## src/rtl/alarm_check_fsm.sv

```systemverilog
// alarm_check_fsm: alarm trigger plus wake-up mini-game controller.
// Watches current_time against alarm_time on each seconds tick, rings on a
// match, then requires ROUNDS consecutive correct switch patterns (each
// confirmed with a press of the middle button) before raising finish4.
// Optional build macro: GAME_TIMEOUT_EN -- when defined, GAME_TIMEOUT_S
// seconds without a press in GAME drops the game back to RINGING.
module alarm_check_fsm #(
    parameter int ROUNDS         = 3,
    parameter int GAME_TIMEOUT_S = 20
) (
    input  logic        clk_osc,
    input  logic        resetn,
    input  logic        enable,
    input  logic        tick,
    input  logic [15:0] current_time,
    input  logic [15:0] alarm_time,
    input  logic        push_m,
    input  logic [9:0]  mini_game_sw,
    output logic [9:0]  mini_game_led,
    output logic [2:0]  alarm_state,
    output logic        ring_blink,
    output logic        finish4
);

    typedef enum logic [2:0] {
        S_IDLE    = 3'd0,
        S_ARMED   = 3'd1,
        S_RINGING = 3'd2,
        S_GAME    = 3'd3,
        S_DONE    = 3'd4
    } state_t;

    // Elaboration-time guard on the parameter ranges the counters are sized for.
    if (ROUNDS < 1 || ROUNDS > 7 || GAME_TIMEOUT_S < 1) begin : g_param_check
        $error("alarm_check_fsm: ROUNDS must be 1..7 and GAME_TIMEOUT_S >= 1");
    end

    localparam logic [2:0] LAST_ROUND = 3'(ROUNDS - 1);

    state_t      state_reg, state_next;
    logic [2:0]  round_reg, round_next;
    logic [9:0]  pattern_reg, pattern_next;
    logic [9:0]  led_reg, led_next;
    logic        blink_reg, blink_next;
    logic        finish_reg, finish_next;
    logic [2:0]  alarm_state_reg, alarm_state_next;
    logic [9:0]  lfsr_reg;
    logic        push_meta_reg, push_sync_reg, push_prev_reg;
    logic        press;
    logic [3:0]  digit_ok;
    logic        alarm_valid;
    logic        time_match;

`ifdef GAME_TIMEOUT_EN
    localparam int TW = (GAME_TIMEOUT_S < 2) ? 1 : $clog2(GAME_TIMEOUT_S + 1);
    localparam logic [TW-1:0] SECS_LAST = TW'(GAME_TIMEOUT_S - 1);
    logic [TW-1:0] secs_reg, secs_next;
`endif

    // Bring the asynchronous button into clk_osc and keep one stage of history for edge detection.
    always_ff @(posedge clk_osc) begin
        if (!resetn) begin
            push_meta_reg <= 1'b0;
            push_sync_reg <= 1'b0;
            push_prev_reg <= 1'b0;
        end else begin
            push_meta_reg <= push_m;
            push_sync_reg <= push_meta_reg;
            push_prev_reg <= push_sync_reg;
        end
    end

    // A held button produces exactly one press on its synchronized rising edge.
    assign press = push_sync_reg & ~push_prev_reg;

    // Free-running pattern source: x^10 + x^7 + 1 is primitive, so a nonzero seed never reaches zero.
    always_ff @(posedge clk_osc) begin
        if (!resetn) begin
            lfsr_reg <= 10'h2A5;
        end else begin
            lfsr_reg <= {lfsr_reg[8:0], lfsr_reg[9] ^ lfsr_reg[6]};
        end
    end

    // Per-digit BCD range check of alarm_time; tens digits (S1, M1) stop at 5.
    genvar gi;
    generate
        for (gi = 0; gi < 4; gi++) begin : g_digit
            localparam logic [3:0] LIMIT = (gi == 1 || gi == 3) ? 4'd5 : 4'd9;
            assign digit_ok[gi] = (alarm_time[gi*4 +: 4] <= LIMIT);
        end
    endgenerate

    assign alarm_valid = &digit_ok;
    assign time_match  = (current_time == alarm_time);

    // State register and all registered outputs.
    always_ff @(posedge clk_osc) begin
        if (!resetn) begin
            state_reg       <= S_IDLE;
            round_reg       <= 3'd0;
            pattern_reg     <= 10'd0;
            led_reg         <= 10'd0;
            blink_reg       <= 1'b0;
            finish_reg      <= 1'b0;
            alarm_state_reg <= 3'b000;
`ifdef GAME_TIMEOUT_EN
            secs_reg        <= '0;
`endif
        end else begin
            state_reg       <= state_next;
            round_reg       <= round_next;
            pattern_reg     <= pattern_next;
            led_reg         <= led_next;
            blink_reg       <= blink_next;
            finish_reg      <= finish_next;
            alarm_state_reg <= alarm_state_next;
`ifdef GAME_TIMEOUT_EN
            secs_reg        <= secs_next;
`endif
        end
    end

    // Next-state and next-output decode; enable low overrides everything else.
    always_comb begin
        state_next   = state_reg;
        round_next   = round_reg;
        pattern_next = pattern_reg;
        led_next     = led_reg;
        blink_next   = blink_reg;
        finish_next  = 1'b0;
`ifdef GAME_TIMEOUT_EN
        secs_next    = secs_reg;
`endif
        if (!enable) begin
            state_next = S_IDLE;
            round_next = 3'd0;
            led_next   = 10'd0;
            blink_next = 1'b0;
`ifdef GAME_TIMEOUT_EN
            secs_next  = '0;
`endif
        end else begin
            case (state_reg)
                S_IDLE: begin
                    state_next = S_ARMED;
                end
                S_ARMED: begin
                    // Only a tick cycle carries a fresh time; an invalid alarm can never match.
                    if (tick && time_match && alarm_valid) begin
                        state_next = S_RINGING;
                    end
                end
                S_RINGING: begin
                    if (tick) begin
                        blink_next = ~blink_reg;
                    end
                    if (press) begin
                        state_next   = S_GAME;
                        round_next   = 3'd0;
                        pattern_next = lfsr_reg;
                        led_next     = lfsr_reg;
`ifdef GAME_TIMEOUT_EN
                        secs_next    = '0;
`endif
                    end
                end
                S_GAME: begin
                    if (tick) begin
                        blink_next = ~blink_reg;
                    end
                    if (press) begin
                        // Every press draws a fresh pattern, right or wrong.
                        pattern_next = lfsr_reg;
                        led_next     = lfsr_reg;
`ifdef GAME_TIMEOUT_EN
                        secs_next    = '0;
`endif
                        if (mini_game_sw == pattern_reg) begin
                            if (round_reg == LAST_ROUND) begin
                                state_next  = S_DONE;
                                finish_next = 1'b1;
                                blink_next  = 1'b0;
                                led_next    = 10'd0;
                                round_next  = 3'd0;
                            end else begin
                                round_next = round_reg + 3'd1;
                            end
                        end else begin
                            round_next = 3'd0;
                        end
                    end
`ifdef GAME_TIMEOUT_EN
                    else if (tick) begin
                        if (secs_reg == SECS_LAST) begin
                            state_next = S_RINGING;
                            round_next = 3'd0;
                            led_next   = 10'd0;
                            secs_next  = '0;
                        end else begin
                            secs_next = secs_reg + TW'(1);
                        end
                    end
`endif
                end
                S_DONE: begin
                    blink_next = 1'b0;
                    led_next   = 10'd0;
                end
                default: begin
                    state_next = S_IDLE;
                    round_next = 3'd0;
                    led_next   = 10'd0;
                    blink_next = 1'b0;
                end
            endcase
        end

        case (state_next)
            S_RINGING: alarm_state_next = 3'b001;
            S_GAME:    alarm_state_next = 3'b010;
            S_DONE:    alarm_state_next = 3'b100;
            default:   alarm_state_next = 3'b000;
        endcase
    end

    assign mini_game_led = led_reg;
    assign alarm_state   = alarm_state_reg;
    assign ring_blink    = blink_reg;
    assign finish4       = finish_reg;

endmodule

```

## config.mk

```make
export PLATFORM = sky130hd
export DESIGN_NAME = alarm_check_fsm
export DESIGN_NICKNAME = d
export VERILOG_FILES = /design/src/rtl/alarm_check_fsm.sv
export SDC_FILE = /design/constraint.sdc
export NUM_CORES = 1
export LEC_CHECK = 0
export CELL_PAD_IN_SITES_DETAIL_PLACEMENT = 0
export CELL_PAD_IN_SITES_GLOBAL_PLACEMENT = 1
export CORE_MARGIN = 4
export CORE_UTILIZATION = 36
export CTS_BUF_LIST = sky130_fd_sc_hd__clkbuf_16
export CTS_CLUSTER_DIAMETER = 50
export CTS_CLUSTER_SIZE = 14
export DETAILED_ROUTE_END_ITERATION = 10
export PLACE_DENSITY_LB_ADDON = 0.1
export SETUP_SLACK_MARGIN = 0.5
export SLEW_MARGIN = 20
export SYNTH_ARGS = -nofsm -noshare
export SYNTH_HDL_FRONTEND = slang
export SYNTH_SLANG_ARGS = --single-unit
```

## constraint.sdc

```tcl
create_clock -name clk_osc -period 4.55 [get_ports clk_osc]
set_input_delay 0.91 -clock clk_osc [delete_from_list [all_inputs] [get_ports clk_osc]]
set_output_delay 0.91 -clock clk_osc [all_outputs]
set_load 0.02 [all_outputs]
```

# After elaboration in Yosys (flattened, before gate mapping)
# Index checks and enable logic that the tools add are counted.
# Widths: inputs -> output; s select.
[totals]
register_bits = 44
[op_classes]
add_sub_neg = 1
order_cmp = 4
n_eq_ne = 12
mux = 24
bitwise_logic = 6
reduce_logical = 12
[op_table]
columns = ["op", "n"]
rows = [
  ["$mux 10", 4],
  ["$mux 3", 10],
  ["$pmux 10 s3", 1],
  ["$pmux 3 s3", 2],
  ["$eq 16x16->1", 1],
  ["$eq 3x2->1 const B", 5],
  ["$pmux 3 s5", 1],
  ["$eq 10x10->1", 1],
  ["$reduce_and 3->1", 3],
  ["$le 4x3->1 const B", 2],
  ["$le 4x4->1 const B", 2],
  ["$eq 3x3->1 const B", 2],
  ["$mux 1", 5],
  ["$reduce_and 5->1", 1],
  ["$ne 2x2->1 const B", 2],
  ["$not 1->1", 4],
  ["$reduce_and 4->1", 1],
  ["$reduce_or 2->1", 2],
  ["$add 3x1->3 const B", 1],
  ["$eq 3x1->1 const B", 1],
  ["$logic_not 3->1", 1],
  ["$pmux 1 s3", 1],
  ["$reduce_or 3->1", 1],
  ["$logic_and 1x1->1", 2],
  ["other kinds (3)", 3],
]

# Longest topological paths before layout
# Gate-level depths: netlist of the first run.
[logic_depth]
ltp_word = 8
ltp_mapped = 6

# Worst setup path before layout of the first run
# Ideal clock, no wire load.
[synth_path]
kind = "input-to-reg"
startpoint = "input port mini_game_sw[5]"
endpoint = "register led_reg[0], in the netlist mini_game_led[0]"
setup_ps = 117
arrival_time_ps = 1975
required_ps = 4433
setup_slack_ps = 2458
stages = 5
path_cell_list = "xnor2_1 nand4_1 nor4_4 a31oi_2 a22o_2"
[synth_between]
elab_chain_len = 4
[synth_rtl]
columns = ["item", "line", "text"]
rows = [
  ["start, declared", "18", "input logic [9:0] mini_game_sw,"],
  ["$eq 10x10->1", "179", "if (mini_game_sw == pattern_reg) begin"],
  ["$mux 10", "179", ""],
  ["$mux 10", "172", "if (press) begin"],
  ["$pmux 10 s3", "144", "case (state_reg)"],
  ["end signal, assigned", "114", "led_reg <= led_next;"],
  ["end, declared", "43", "logic [9:0] led_reg, led_next;"],
]
# Every way passes these cells. The select of a mux whose other input is x is not followed.
# A chain may end at the register's enable or synchronous reset.

# Worst setup path after layout of the first run
[layout_path]
startpoint = "input port enable"
endpoint = "register led_reg[2], in the netlist mini_game_led[2]"
[layout_between]
elab_chain_len = 1
[layout_rtl]
columns = ["item", "line", "text"]
rows = [
  ["start, declared", "13", "input logic enable,"],
  ["$reduce_and 2->1 (no line)", "--", ""],
]
# Every way passes these cells.

==> results_dict.tcl, run 1 <==
set metrics [dict create \
    slew_headroom_pct 59.6 \
    worstPathRequired_ns 4.77 \
    cts_tree "yes" \
    ioPinCount 62 \
    drv_slew 0 \
    end_kind "register" \
    drtAntennaViolNets 0 \
    grt_max_degree 27 \
    antenna_found_initial 0 \
    worst-endpoint-arrival_ns 2.83 \
    finalNonFillerCells 329 \
    yosysSeqAreaShare_pct 46.7 \
    fin_crit_ns 2.61 \
    fmaxAchievable_mhz 383 \
    io_buffers 61 \
    cp_max_fo 15 \
    final_nets 306 \
    cts_resized 0 \
    setup_slack_ns 1.94 \
    ir_drop_mv 0.269 \
    rows 26 \
    routed_wl_um 4310 \
    wl_per_cell_um 13.1 \
    dp.cells 322 \
    critPathLaunchType "primary input" \
    grt_usage_pct 13.8 \
    max-cap-violations 0 \
    drtPass1Iterations 4 \
    die_w_um 80.4 \
    antennaDiodeCount 0 \
    grt_pass1_vias 1500 \
    clock-sinks 44 \
    fin_tns_setup_ns 0 \
    grt_setup_unrepaired "no" \
    critical_path_class "primary input to register" \
    post-route-util_pct 53.0 \
    power_density_nw_per_um2 301 \
    fillers 515 \
    tightest_slew_ns 0.602 \
    drt-initial-drc-count 48 \
    clk_latency_ns 0.27 \
    coreArea_um2 5110 \
    fp.dieArea_um2 6460 \
    yosys_warnings 0 \
    htreeDepth 2 \
    post-place-ws_ns 1.65 \
    cts_root_buffer "clkbuf_16" \
    hp-class "register to register" \
    place.gp.congestion 0.684 \
    drcViolationCount 0 \
    synthArstFlopShare_pct 0 \
    syn-num-nets 243 \
    syn_inst 196 \
    syn_area_um2 1890 \
    numCtsBuffers 5 \
    areaGrowthSynthToFinish_pct 43.5 \
    outcome "completed" \
    synth_edf_count 0 \
    final_layout_size_suffix_gt1_share_pct 10.0 \
    ys_seq_elements 44 \
    cts_max_path_buffers 2 \
    synth_area_per_cell_um2 9.62 \
    postCtsHoldBufs 0 \
    cts.reportedPaths.clkPinSlew_ns 0.06 \
    ys_types 39 \
    fin_worst_skew_ns 0.00300 \
    power_leakage_nw 0.971 \
    cts_setup_buffers 0 \
    via_per_inst 4.81 \
    dpl.hpwl_um 3300 \
    period_share_pct 57.3 \
    start_util_pct 36.9 \
    finalSetupViolCount 0 \
    grt_pass1_wl_um 7090 \
    num_vias 1581 \
    dieHeight_um 80.4 \
    finalHoldViolations 0 \
    grt_overflow_total 0 \
    synth_top_flop_cell "dfxtp_1" \
]
[kinds of logic (layout without fill, tap and decap cells)]
group,count (synthesis),count (layout),synth area share [%]
flops,44,44,46.7
xor+xnor,23,23,10.7
buf+inv,9,72,1.86
simple gates,82,82,24.4
compound gates,38,38,16.3
[worst max-delay path, stage by stage]
cell,delay (ns)
clkdlybuf4s50_1,0.79
nand2_1,0.31
nor3_2,0.58
a22o_2,0.24
[cell usage after synthesis, types with 2 or more instances]
library cell | number | area (um2)
a21boi_0 | 11 | 82.6
clkbuf_1 | 4 | 15.0
xor2_1 | 11 | 96.3
nor3_1 | 2 | 10.0
nand4_1 | 3 | 18.8
and2_1 | 8 | 50.1
nor4_1 | 3 | 18.8
and3_2 | 2 | 15.0
and3_1 | 2 | 12.5
a22o_2 | 10 | 100
a21oi_1 | 3 | 15.0
o21ai_0 | 6 | 30.0
and3b_1 | 2 | 17.5
nand2_1 | 21 | 78.8
and2b_1 | 2 | 15.0
nand2b_1 | 6 | 37.5
inv_1 | 3 | 11.3
nor2_1 | 9 | 33.8
xnor2_1 | 12 | 105
nor2b_1 | 2 | 12.5
dfxtp_1 | 44 | 881
nand3_1 | 13 | 65.1
[cells in the final DEF, fill, tap and decap left out, types with 2 or more instances in the layout]
| cell type | instances |
|---|---|
| clkbuf_16 | 5 |
| nor3_1 | 2 |
| nor2_1 | 9 |
| xnor2_1 | 12 |
| a21oi_1 | 3 |
| nor2b_1 | 2 |
| nand3_1 | 13 |
| clkdlybuf4s50_1 | 61 |
| and2_1 | 8 |
| and2b_1 | 2 |
| nand2_1 | 21 |
| nor4_1 | 3 |
| xor2_1 | 11 |
| o21ai_0 | 6 |
| dfxtp_1 | 44 |
| and3_2 | 2 |
| inv_1 | 3 |
| and3b_1 | 2 |
| nand4_1 | 3 |
| nand2b_1 | 6 |
| and3_1 | 2 |
| a22o_2 | 10 |
| a21boi_0 | 11 |
[where the power goes]
part	switching, mW	leakage (nW)	total, mW	internal [mW]
Combinational	0.0263	0.547	0.0788	0.0525
Clock	0.135	0.0657	0.334	0.199
Sequential	0.00753	0.358	0.401	0.393
[path summary, 6_finish.rpt]
path	startpoint	endpoint	slack, ns	cells past startpoint
max	enable	mini_game_led[2]	1.94	4
min	push_meta_reg	push_sync_reg	0.44	1
max reg2reg	state_reg[1]	mini_game_led[2]	2.70	5
min reg2reg	push_meta_reg	push_sync_reg	0.44	1
[per-layer routing]
layer  up-vias  global-route usage (%)  part of all wire (%)
li1        813                       -                     -
met1       717                    21.5                    55
met2        46                    18.3                    38
met3         5                    3.48                   6.3
met4         0                    4.05                  0.86
met5         -                       0                     0
[cell type report]
| type | instances | area [um2] | share of cell area, % |
|---|---|---|---|
| Multi-Input combinational cell | 143 | 970 | 35.8 |
| Clock inverter | 2 | 12.5 | 0.463 |
| Clock buffer | 5 | 125 | 4.63 |
| Inverter | 3 | 11.3 | 0.416 |
| Timing Repair Buffer | 62 | 618 | 22.8 |
| Tap cell | 70 | 87.6 | 3.24 |
| Sequential cell | 44 | 881 | 32.6 |
[per-stage QoR]
stage	total power, mW	area, um2	hold WS (ns)
3_3_place_gp	0.488	2570	0.431
2_1_floorplan	0.436	1890	0.412
4_1_cts	0.821	2710	0.444
3_5_place_dp	0.488	2570	0.428
6_report	0.813	2710	0.441
5_1_grt	0.847	2710	0.470
(Power assumes the default switching activity.)
==> inputs of run 2 (changes only) <==
--- a/config.mk
+++ b/config.mk
@@ -8,7 +8,7 @@
 export CELL_PAD_IN_SITES_DETAIL_PLACEMENT = 0
 export CELL_PAD_IN_SITES_GLOBAL_PLACEMENT = 1
 export CORE_MARGIN = 4
-export CORE_UTILIZATION = 36
+export CORE_UTILIZATION = 30
 export CTS_BUF_LIST = sky130_fd_sc_hd__clkbuf_16
 export CTS_CLUSTER_DIAMETER = 50
 export CTS_CLUSTER_SIZE = 14
==> constraint.sdc (replaced) <==
create_clock -name clk_osc -period 2.3 [get_ports clk_osc]
set_input_delay 0.46 -clock clk_osc [delete_from_list [all_inputs] [get_ports clk_osc]]
set_output_delay 0.46 -clock clk_osc [all_outputs]
set_load 0.02 [all_outputs]
==> run 2 against run 1 <==
Sequential cell count unchanged. Wire length rose by 13%. Die area rose by 18%. Cell count rose by 4.6%. Count of clock-buffer cells in the layout unchanged. Worst hold slack worse by 0.0037 ns. Worst setup slack worse by 1.4 ns. Via count rose by 1.9%. Highest routed layer unchanged.
==> results_dict.tcl, run 2 (same netlist as run 1, synthesis figures left out) <==
set metrics [dict create \
    crit_slowest_cell "or4_1" \
    worstPathRequired_ns 2.52 \
    finalHoldViolations 0 \
    num_vias 1611 \
    drv_slew 0 \
    final_nets 315 \
    power_density_nw_per_um2 611 \
    cp_max_fo 3 \
    critical_path_class "primary input to register" \
    cts_tree "yes" \
    post-route-util_pct 47.9 \
    fin_crit_ns 1.72 \
    max-cap-violations 0 \
    final_layout_size_suffix_gt1_share_pct 21.6 \
    worst-endpoint-arrival_ns 1.95 \
    mostFrequentLayoutCells "40 x dfxtp_1, 23 x clkdlybuf4s50_1, 19 x nand2_1, 16 x dlygate4sd2_1, 12 x clkdlybuf4s15_1" \
    grt_setup_unrepaired "yes" \
    die_w_um 87.3 \
    rows 28 \
    finalSetupViolCount 0 \
    drtPass1Iterations 4 \
    ir_drop_mv 0.462 \
    wl_met1_um 2410 \
    total_power_mw 1.76 \
    post-place-ws_ns -0.0408 \
    power_frac_comb_pct 8.6 \
    critPathLaunchType "primary input" \
    ioPinCount 62 \
    fmaxAchievable_mhz 581 \
    via_per_inst 4.68 \
    power_frac_clock_pct 46.2 \
    period_share_pct 74.9 \
    power_switching_uw 377 \
    wl_per_cell_um 14.2 \
    end_kind "register" \
    clk_latency_ns 0.28 \
    dr_wl_met2_um 1980 \
    slew_headroom_pct 63.6 \
    drt-initial-drc-count 40 \
    fin_worst_skew_ns 0.00311 \
    critPathMaxStageDelay_ns 0.51 \
    postCtsHoldBufs 0 \
    power_switching_share_pct 21.4 \
    antenna_found_initial 0 \
    crit_path_cell_trace "dlygate4sd2_1 -> or4_1 -> o21ai_1 -> nor3b_4 -> a2bb2oi_2 -> nor2b_1" \
    internal_power_mw 1.39 \
    drcViolationCount 0 \
    cts.reportedPaths.clkPinSlew_ns 0.06 \
    io_buffers 61 \
    holdWs_ns 0.437 \
    dpl.hpwl_um 3580 \
    routed_wl_um 4880 \
    grt_usage_pct 13.2 \
    clock-sinks 44 \
    fin_tns_setup_ns 0 \
    fillers 621 \
    fp.dieArea_um2 7620 \
    cts_max_path_buffers 2 \
    dieHeight_um 87.3 \
    seq_power_share_pct 45.1 \
    wl_met3_um 429 \
    areaGrowthSynthToFinish_pct 53.0 \
    cts_root_buffer "clkbuf_16" \
    power_leakage_nw 1.14 \
    grt_pass1_vias 1640 \
    setup_slack_ns 0.578 \
    htreeDepth 2 \
    coreArea_um2 6030 \
    numCtsBuffers 5 \
    grt_overflow_total 0 \
    grt_max_degree 21 \
    hp-class "register to register" \
    grt_pass1_wl_um 7950 \
    tightest_slew_ns 0.544 \
    outcome "completed" \
    antennaDiodeCount 0 \
    dr.max_layer_used "met4" \
    final_common_cell "dfxtp_1" \
    start_util_pct 31.3 \
    place.gp.congestion 0.750 \
    drtAntennaViolNets 0 \
]
[run 2: what timing repair did]
item | 4_1_cts | 5_1_grt
buffers inserted | 2 | 0
cloned | 1 | 0
pin swaps | 35 | 25
endpoints found under the setup margin | 21 | 19
gates resized for setup | 42 | 41
[run 2: worst paths after layout]
kind	start	end	slack (ns)	cells after the start
min reg2reg	push_meta_reg	push_sync_reg	0.44	1
max reg2reg	pattern_reg[8]	mini_game_led[0]	0.60	6
max	current_time[1]	alarm_state[0]	0.58	6
min	push_meta_reg	push_sync_reg	0.44	1
[run 2: stage by stage]
stage	instance area, um2	cells
finish	2890	344
global route	2890	344
CTS	2830	344
detailed placement	2620	333
global placement	2620	333
floorplan	1890	196
[run 2: worst max-delay path: cells and delay by family]
family	cells	cell delay [ns]
AOI/OAI and AO/OA	2	0.32
buffers and inverters	1	0.25
and+or+nand+nor	3	0.92
[run 2: layout make-up]
| class | instances | area, um2 | area share (%) |
|---|---|---|---|
| well taps | 75 | 93.8 | 3.25 |
| inverters | 3 | 11.3 | 0.390 |
| clock inverters | 3 | 46.3 | 1.60 |
| repair buffers | 70 | 646 | 22.4 |
| multi-input cells | 144 | 1080 | 37.3 |
| clock buffers | 5 | 125 | 4.34 |
| flip-flops and latches | 44 | 886 | 30.7 |
[run 2: metal layers]
layer	track usage [%]	vias to the layer above
li1	-	838
met1	18.6	715
met2	19.7	52
met3	3.60	6
met4	3.77	0
met5	0	-
[run 2: power groups by stage]
| stage | clock [mW] | combinational [mW] | sequential [mW] |
|---|---|---|---|
| after global routing | 0.868 | 0.166 | 0.797 |
| after CTS | 0.834 | 0.149 | 0.795 |
| after global placement | 0 | 0.162 | 0.811 |
| after floorplan | 0 | 0.0607 | 0.803 |
| after detailed placement | 0 | 0.163 | 0.811 |
| final | 0.815 | 0.152 | 0.796 |
==> inputs of run 3 (changes only) <==
==> constraint.sdc (replaced) <==
create_clock -name clk_osc -period 1.47 [get_ports clk_osc]
set_input_delay 0.294 -clock clk_osc [delete_from_list [all_inputs] [get_ports clk_osc]]
set_output_delay 0.294 -clock clk_osc [all_outputs]
set_load 0.02 [all_outputs]
==> run 3 against run 2 <==
The flow now finishes with violations (setup timing). Sequential share of layout area shrank 2.4 points. Worst setup slack got worse by 0.71 ns. Via count grew 5.7%. Utilization grew 5.6 points. Count of clock-buffer cells in the layout unchanged. Clock skew up 0.0024 ns. Critical path depth did not move. Worst hold slack got worse by 0.0010 ns. Die area unchanged. Non-clock buffer count is 17 higher. Global-route usage down 0.064 points. Critical path type is now register to register. Critical endpoint is now mini_game_led[3]. Highest routed layer unchanged.
==> results_dict.tcl, run 3 (same netlist as run 1, synthesis figures left out) <==
set metrics [dict create \
    r2r-end "mini_game_led[3]" \
    ir_drop_mv 0.538 \
    fillers 579 \
    drt-initial-drc-count 39 \
    drtAntennaViolNets 0 \
    cts_root_buffer "clkbuf_16" \
    power_leakage_nw 1.29 \
    r2r_slack_ns -0.13 \
    coreArea_um2 6030 \
    finalNonFillerCells 362 \
    clk_latency_ns 0.29 \
    num_vias 1703 \
    critical_path.top_delay_family "simple AND/OR/NAND/NOR gates" \
    grt_util_met1_pct 15.7 \
    dp.cells 344 \
    numCtsBuffers 5 \
    areaGrowthSynthToFinish_pct 71.0 \
    tightest_slew_ns 0.495 \
    routed_wl_um 4990 \
    grt_pass1_wl_um 7590 \
    critical_path_class "register to register" \
    htreeDepth 2 \
    drtPass1Iterations 4 \
    drv_slew 0 \
    final_common_cell "dlygate4sd2_1" \
    grt_pass1_vias 1617 \
    fmaxAchievable_mhz 626 \
    max-cap-violations 0 \
    total_power_mw 2.60 \
    use_met2_pct 21.6 \
    finalSetupViolCount 20 \
    period_share_pct 109 \
    violations "setup timing" \
    hp-start "push_meta_reg" \
    grt_max_degree 21 \
    rows 28 \
    dieHeight_um 87.3 \
    crit_slowest_cell "dfxtp_2" \
    dpl.hpwl_um 3650 \
    crit_buf_inv 1 \
    finalHoldViolations 0 \
    grt_setup_unrepaired "yes" \
    setup_slack_ns -0.128 \
    outcome "finished with violations" \
    fin_worst_skew_ns 0.00549 \
    fin_crit_ns 1.60 \
    slew_headroom_pct 66.9 \
    cts.reportedPaths.clkPinSlew_ns 0.06 \
    grt_util_met3_pct 3.12 \
    dpl_cell_area_um2 2800 \
    power_density_nw_per_um2 806 \
    final_nets 333 \
    via_per_inst 4.70 \
    postCtsHoldBufs 0 \
    antenna_found_initial 0 \
    die_w_um 87.3 \
    critPathMaxStageDelay_ns 0.35 \
    wl_per_cell_um 13.8 \
    min_delay_path_depth 1 \
    grt_overflow_total 0 \
    cp_max_fo 6 \
    reg2reg_depth 6 \
    hp-class "register to register" \
    crit_path_cell_trace "xnor2_2 -> nand4_1 -> nor4_4 -> buf_6 -> a31oi_4 -> a22o_2" \
    cts_max_path_buffers 2 \
    end_kind "register" \
    antennaDiodeCount 0 \
    drcViolationCount 0 \
    worst-endpoint-arrival_ns 1.77 \
    cts_tree "yes" \
    post-route-util_pct 53.5 \
    io_buffers 61 \
    mostFrequentLayoutCells "36 x dlygate4sd2_1, 25 x dfxtp_2, 20 x buf_4, 19 x dfxtp_1, 19 x buf_6" \
    final_layout_size_suffix_gt1_share_pct 47.0 \
    fin_area_um2 3220 \
    clock-sinks 44 \
    grt_usage_pct 13.1 \
    place.gp.congestion 0.747 \
    r2r_start "pattern_reg[7]" \
    fin_tns_setup_ns -2.04 \
    fp.dieArea_um2 7620 \
    top_usage_layer "met2" \
    critPathLaunchType "register" \
    worstPathRequired_ns 1.64 \
    start_util_pct 31.3 \
    whs_endpoint "push_sync_reg" \
    ioPinCount 62 \
]
run 3: cell count changes in the layout (fill, tap and decap cells not counted), moves of 9 or more:
| cell | before | now |
|---|---|---|
| a21boi_1 | 0 | 10 |
| a21boi_0 | 11 | 1 |
| buf_6 | 0 | 19 |
| nand3_1 | 11 | 2 |
| nand3_2 | 2 | 11 |
| dlygate4sd2_1 | 16 | 36 |
| nand2_1 | 19 | 8 |
| dfxtp_1 | 40 | 19 |
| dfxtp_2 | 4 | 25 |
| clkdlybuf4s50_1 | 23 | 6 |
| clkdlybuf4s15_1 | 12 | 3 |
| nand2_2 | 2 | 11 |
| buf_4 | 9 | 20 |
run 3: report_power, final:
group | switching (mW) | internal, mW | total, mW
clock network | 0.461 | 0.632 | 1.09
registers | 0.0251 | 1.22 | 1.24
logic | 0.110 | 0.156 | 0.266
total | 0.596 | 2.00 | 2.60
run 3: stage by stage:
| step | setup WS, ns | hold WS [ns] |
|---|---|---|
| 2_1_floorplan | 0.00656 | 0.367 |
| 3_3_place_gp | -0.651 | 0.418 |
| 3_5_place_dp | -0.664 | 0.427 |
| 4_1_cts | -0.149 | 0.443 |
| 5_1_grt | -0.193 | 0.471 |
| 6_report | -0.128 | 0.436 |
run 3: area by class of cell:
class	count	area [um2]	area share, %
multi-input cells	145	1240	38.5
repair buffers	87	820	25.4
clock inverters	3	21.3	0.660
inverters	3	11.3	0.349
clock buffers	5	125	3.88
flip-flops and latches	44	912	28.3
well taps	75	93.8	2.91
run 3: worst max-delay path by stage:
stage              startpoint  slack, ns  cells after the start          endpoint
2_1_floorplan  pattern_reg[7]      0.007                      5  mini_game_led[1]
3_3_place_gp   alarm_time[13]      -0.65                      7    alarm_state[0]
3_5_place_dp   alarm_time[13]      -0.66                      7    alarm_state[0]
4_1_cts        pattern_reg[3]      -0.15                      6  mini_game_led[3]
5_1_grt        pattern_reg[9]      -0.19                      7      state_reg[2]
6_report       pattern_reg[7]      -0.13                      6  mini_game_led[3]
run 3: repair_timing:
action	4_1_cts	5_1_grt
setup buffers	4	3
pin swaps	33	24
gates cloned	1	2
setup endpoints to repair	56	46
gates resized for setup	178	19
run 3: layer usage:
| metal | routed length (um) | share of wire (%) |
|---|---|---|
| met5 | 0 | 0 |
| met4 | 121 | 2.4 |
| met3 | 216 | 4.3 |
| met2 | 2440 | 49 |
| met1 | 2210 | 44 |
